==> config.mk <==
export PLATFORM = sky130hd
export DESIGN_NAME = pc_fetch_unit
export DESIGN_NICKNAME = d
export VERILOG_FILES = /design/src/rtl/pc_fetch_unit.sv
export SDC_FILE = /design/constraint.sdc
export NUM_CORES = 1
export LEC_CHECK = 0
export CAP_MARGIN = 20
export CELL_PAD_IN_SITES_DETAIL_PLACEMENT = 1
export CELL_PAD_IN_SITES_GLOBAL_PLACEMENT = 2
export CORE_MARGIN = 5
export CORE_UTILIZATION = 29
export DETAILED_ROUTE_END_ITERATION = 16
export MAX_ROUTING_LAYER = met4
export PLACE_DENSITY_LB_ADDON = 0.1
export SLEW_MARGIN = 20
export SYNTH_ARGS = -nofsm -noshare
export SYNTH_HDL_FRONTEND = slang
export SYNTH_SLANG_ARGS = --single-unit
==> constraint.sdc <==
create_clock -name clk -period 5.6 [get_ports clk]
set_clock_uncertainty 0.15 [all_clocks]
set_input_delay 0.56 -clock clk [delete_from_list [all_inputs] [get_ports clk]]
set_output_delay 0.56 -clock clk [all_outputs]
set_load 0.01 [all_outputs]
==> src/rtl/pc_fetch_unit.sv <==
//============================================================================
// Module   : pc_fetch_unit
// Purpose  : Program counter and next-PC stage of a single-cycle MIPS core.
//            Holds the PC, selects the next fetch address from the decoder's
//            PCSel/BranchControl, the ALU zero flag and the jr target, and
//            provides the jal link value, a BOOT/RUN/HALT sequencer and a
//            saturating retired-instruction counter.
// Option   : PC_MISALIGN_TRAP_EN - when defined, a misaligned next PC (only
//            reachable through jr) stops the core in TRAP and raises 'trap'.
// Ports    : clk, rst_n (async, active low), stall, instr[31:0],
//            pc_sel[1:0], branch_ctrl, alu_zero, jr_target[31:0]
//            -> pc_addr[ADDR_W-1:0], pc[31:0], link_addr[31:0],
//               fetch_valid, halted, instr_count[31:0] (+ trap if enabled)
// Revision : 1.0 - initial release
//============================================================================
`default_nettype none

module pc_fetch_unit #(
  parameter int          ADDR_W    = 10,
  parameter logic [31:0] RESET_VEC = 32'h0000_0000
) (
  input  logic              clk,
  input  logic              rst_n,
  input  logic              stall,
  input  logic [31:0]       instr,
  input  logic [1:0]        pc_sel,
  input  logic              branch_ctrl,
  input  logic              alu_zero,
  input  logic [31:0]       jr_target,
  output logic [ADDR_W-1:0] pc_addr,
  output logic [31:0]       pc,
  output logic [31:0]       link_addr,
  output logic              fetch_valid,
  output logic              halted,
`ifdef PC_MISALIGN_TRAP_EN
  output logic              trap,
`endif
  output logic [31:0]       instr_count
);

  typedef enum logic [1:0] {
    BOOT = 2'd0,
    RUN  = 2'd1,
`ifdef PC_MISALIGN_TRAP_EN
    TRAP = 2'd3,
`endif
    HALT = 2'd2
  } state_t;

  state_t      state_q, state_d;
  logic [31:0] pc_q, pc_d;
  logic [31:0] cnt_q, cnt_d;

  logic [31:0] seq_pc, br_pc, jmp_pc, next_pc;
  logic        retire;

  // Opcode bits are decoded upstream; they are not needed here.
  logic        unused_opcode;
  assign unused_opcode = ^instr[31:26];

  assign seq_pc = pc_q + 32'd4;
  assign br_pc  = seq_pc + {{14{instr[15]}}, instr[15:0], 2'b00};
  assign jmp_pc = {seq_pc[31:28], instr[25:0], 2'b00};

  always_comb begin
    next_pc = seq_pc;
    case (pc_sel)
      2'b00:   next_pc = jmp_pc;
      2'b01:   next_pc = jr_target;
      // BranchControl low means bne; it is taken when the ALU result is nonzero.
      2'b10:   next_pc = (!branch_ctrl && !alu_zero) ? br_pc : seq_pc;
      default: next_pc = seq_pc;
    endcase
  end

  always_comb begin
    state_d = state_q;
    pc_d    = pc_q;
    cnt_d   = cnt_q;
    retire  = 1'b0;
    case (state_q)
      // One dead cycle so the negedge decoder can settle on the first word.
      BOOT: state_d = RUN;
      RUN: begin
        if (!stall) begin
          retire = 1'b1;
`ifdef PC_MISALIGN_TRAP_EN
          if (next_pc[1:0] != 2'b00) begin
            retire  = 1'b0;
            state_d = TRAP;
          end
`endif
        end
        if (retire) begin
          pc_d  = next_pc;
          cnt_d = (cnt_q == 32'hFFFF_FFFF) ? cnt_q : cnt_q + 32'd1;
          // A self-loop ("j ." style) is the program's way of ending.
          if (next_pc == pc_q) state_d = HALT;
        end
      end
      default: ;
    endcase
  end

  always_ff @(posedge clk or negedge rst_n) begin
    if (!rst_n) begin
      state_q <= BOOT;
      pc_q    <= RESET_VEC;
      cnt_q   <= 32'd0;
    end else begin
      state_q <= state_d;
      pc_q    <= pc_d;
      cnt_q   <= cnt_d;
    end
  end

  assign pc          = pc_q;
  assign pc_addr     = pc_q[ADDR_W-1:0];
  assign link_addr   = seq_pc;
  assign instr_count = cnt_q;
  assign fetch_valid = (state_q == RUN);
`ifdef PC_MISALIGN_TRAP_EN
  assign trap        = (state_q == TRAP);
  assign halted      = (state_q == HALT) || (state_q == TRAP);
`else
  assign halted      = (state_q == HALT);
`endif

endmodule

`default_nettype wire

==> run summary <==
post-DR wirelength/cell -> 22.3 um
nets@finish -> 1,232
kind of end point of the critical path -> register
number of global-route vias before repair -> 8,393
PD cells -> 277 nW/um^2
CP startpoint kind -> register
CTS tree -> done
Die ar. -> 29,100 sq um
outcome -> complete, no violations
Slew HR -> 35.9%
total track usage -> 22.9%
Mapped Cells -> 960
Net Sw Frac -> 43.1%
GRT met2 Usage -> 35.8%
# IOs -> 179
root buf cell -> clkbuf_16
met3 usage -> 2.73%
Max Freq -> 192 MHz
hold buffer count at cts -> 0
Via-to-Cell Ratio -> 5.49
clk_lat worst skew -> 350 ps
initial DRC count -> 521
slowest CP cell -> dfrtp_1
Starting Density -> 29.6%
Post-Syn Area -> 7490 sq um
drt pass-1 iters -> 5
Post-synth EDFFs -> 0
Power Total -> 2.74 mW
Post-Syn Nets -> 1,068
Finish-stage setup viols -> 0
Main synth FF type -> dfrtp_1
Flop pwr share -> 24.0%
Detail Placement HPWL -> 25,600 um
CP Data Required Time -> 5740 ps
routed wire length -> 32,500 um
combinational fraction of design power -> 53.5%
Seq/Total Area, Yosys -> 22.1%
fin crit share -> 92.9%
Clock power frac -> 22.5%
Most Crowded Layer GR -> met2
clock transition at the registers of the reported paths -> 70 ps
CP bufs+invs -> 1
wire length of the first global-routing pass -> 50,000 um
Resize count post-CTS -> 0
Worst-Margin Slew -> 961 ps
filler instances -> 3,035
cell class contributing the biggest share of worst-path delay -> simple AND/OR/NAND/NOR gates
Max-Cap Viols -> 0
Final Max Tran Viols -> 0
CTS H-tree lvls -> 3
Post-CTS Setup Inserts -> 0
worst path cell trace -> nand4_1, nor2_1, nand2_1, xnor2_1, ha_1, a211oi_1, o21bai_1, nor2_1, a21boi_0, or4_1, o211ai_1, mux2i_1, nand4_1, nor4_1, buf_4, and4_1, or2_1
final hold vios -> 0
total grt overflow -> 0
synthesized area per cell -> 7.80 sq um
largest net degree at the start of global routing -> 67
worst path arrival time -> 5340 ps
final worst setup slack -> 399 ps
Setup CP Type -> reg2reg
Max Root-Sink Buffers -> 2
routed via count -> 8,021
placed insts -> 1,443
RSZ-0062 raised after global routing -> false
crit-path max cell delay -> 570 ps
Yosys cell types -> 91
residual DRC count -> 0
CP Depth -> 17
Min Clock Period, post-route -> 5200 ps
core area -> 25,300 sq um
worst vdd ir -> 176 uV
switching power -> 1.18 mW
GR Util met1 -> 32.0%
floorplan row count -> 58
fin cells -> 1,462
Synth-to-Final Area Change -> 32.4%
pre-CTS setup slack -> 381 ps
synthesis-stage register bit count -> 66
initial antenna violation count -> 3
final hold slack -> 274 ps
Die H -> 171 um
DRT antenna net count -> 0
total CTS buffers -> 9
worst reg2reg path depth -> 17
RePlAce Congestion -> 0.853
Critical Path Fanout Max -> 11
port bufs -> 172
hold crit path type -> in2async
Synth warnings -> 0
share of layout cells above drive strength 1 -> 9.83%
Setup Total Neg Slack -> 0 ps
CTS sink cnt -> 66
Post-synth ARST share -> 100%
die width -> 171 um
Leak -> 4.05 nW
Internal -> 1.56 mW
## through the flow
| stage | cell area (sq um) | util, % |
|---|---|---|
| finish | 9910 | 39.1 |
| global route | 9910 | 39.1 |
| floorplan | 7490 | - |
| CTS | 9900 | 39.1 |
| global placement | 9600 | 37.9 |
| detailed placement | 9600 | 37.9 |
## logic make-up after synthesis
| kind of cell | Yosys count | synth area share (%) |
|---|---|---|
| simple gates | 369 | 24.7 |
| compound gates | 265 | 24.0 |
| buf+inv | 93 | 6.88 |
| xor+xnor | 92 | 10.8 |
| flops | 66 | 22.1 |
| mux | 38 | 5.28 |
| fa+ha+maj | 37 | 6.28 |
## worst paths after layout
path | start | end | slack, ps
worst max register to register | pc[5]$_DFFE_PN0P_ | state_q[1]$_DFFE_PN0P_ | 400
max in group asynchronous | rst_n | pc[26]$_DFFE_PN0P_ | 4380
worst min register to register | instr_count[22]$_DFFE_PN0P_ | instr_count[22]$_DFFE_PN0P_ | 330
min in group clk | instr_count[22]$_DFFE_PN0P_ | instr_count[22]$_DFFE_PN0P_ | 330
worst min-delay path | rst_n | pc[30]$_DFFE_PN0P_ | 270
worst max-delay path | pc[5]$_DFFE_PN0P_ | state_q[1]$_DFFE_PN0P_ | 400
## power by group through the flow
stage	registers, mW	clock network (mW)	logic (mW)
global placement	0.665	0	1.46
finish	0.659	0.618	1.47
floorplan	0.647	0	0.866
global route	0.675	0.648	1.60
CTS	0.658	0.625	1.47
detailed placement	0.665	0	1.46
## state kept, by name, indices dropped and copies added (netlist names)
signal,flops
instr_count,32
pc,32
state_q,2
## synth_stat cells, types with 24 or more instances
master	number	area share, %
o21ai_0	58	3.9
clkbuf_1	25	1.3
nand2_1	109	5.5
a21oi_1	63	4.2
nand4_1	24	2.0
xnor2_1	54	6.3
mux2i_1	26	3.5
dfrtp_1	66	22
xor2_1	38	4.4
ha_1	36	6.0
nand3_1	39	2.6
nor2_1	84	4.2
## final cells by class
cell class,count,area (sq um),area share [%]
clock buffer,9,225,2.27
antenna,3,7.51,0.0757
sequential,66,1650,16.7
tap,330,413,4.17
inverter,24,90.1,0.909
multi-input combinational,801,5340,53.8
clock inverter,7,81.3,0.820
timing repair buffer,222,2110,21.3
## placed cells by master, fill, tap and decap left out, drive strengths merged, types with 11 or more instances in the layout
| cell | instances |
|---|---|
| nand2 | 110 |
| o221ai | 12 |
| nor3 | 20 |
| o22ai | 11 |
| nand4 | 25 |
| a211oi | 14 |
| a21oi | 64 |
| xnor2 | 54 |
| dfrtp | 66 |
| a21o | 19 |
| nor2 | 85 |
| o211ai | 13 |
| nor4 | 15 |
| mux2 | 12 |
| o21ai | 65 |
| nand3 | 39 |
| ha | 36 |
| mux2i | 26 |
| clkdlybuf4s50 | 169 |
| xor2 | 38 |
| inv | 28 |
| and3 | 13 |
| buf | 53 |
## per-layer routing
layer / up-vias / part of all wire, %
met2: 177 / 46
met4: 0 / 1.4
li1: 3848 / -
met3: 26 / 4.2
met5: - / 0
met1: 3970 / 48
(Power assumes the default switching activity.)
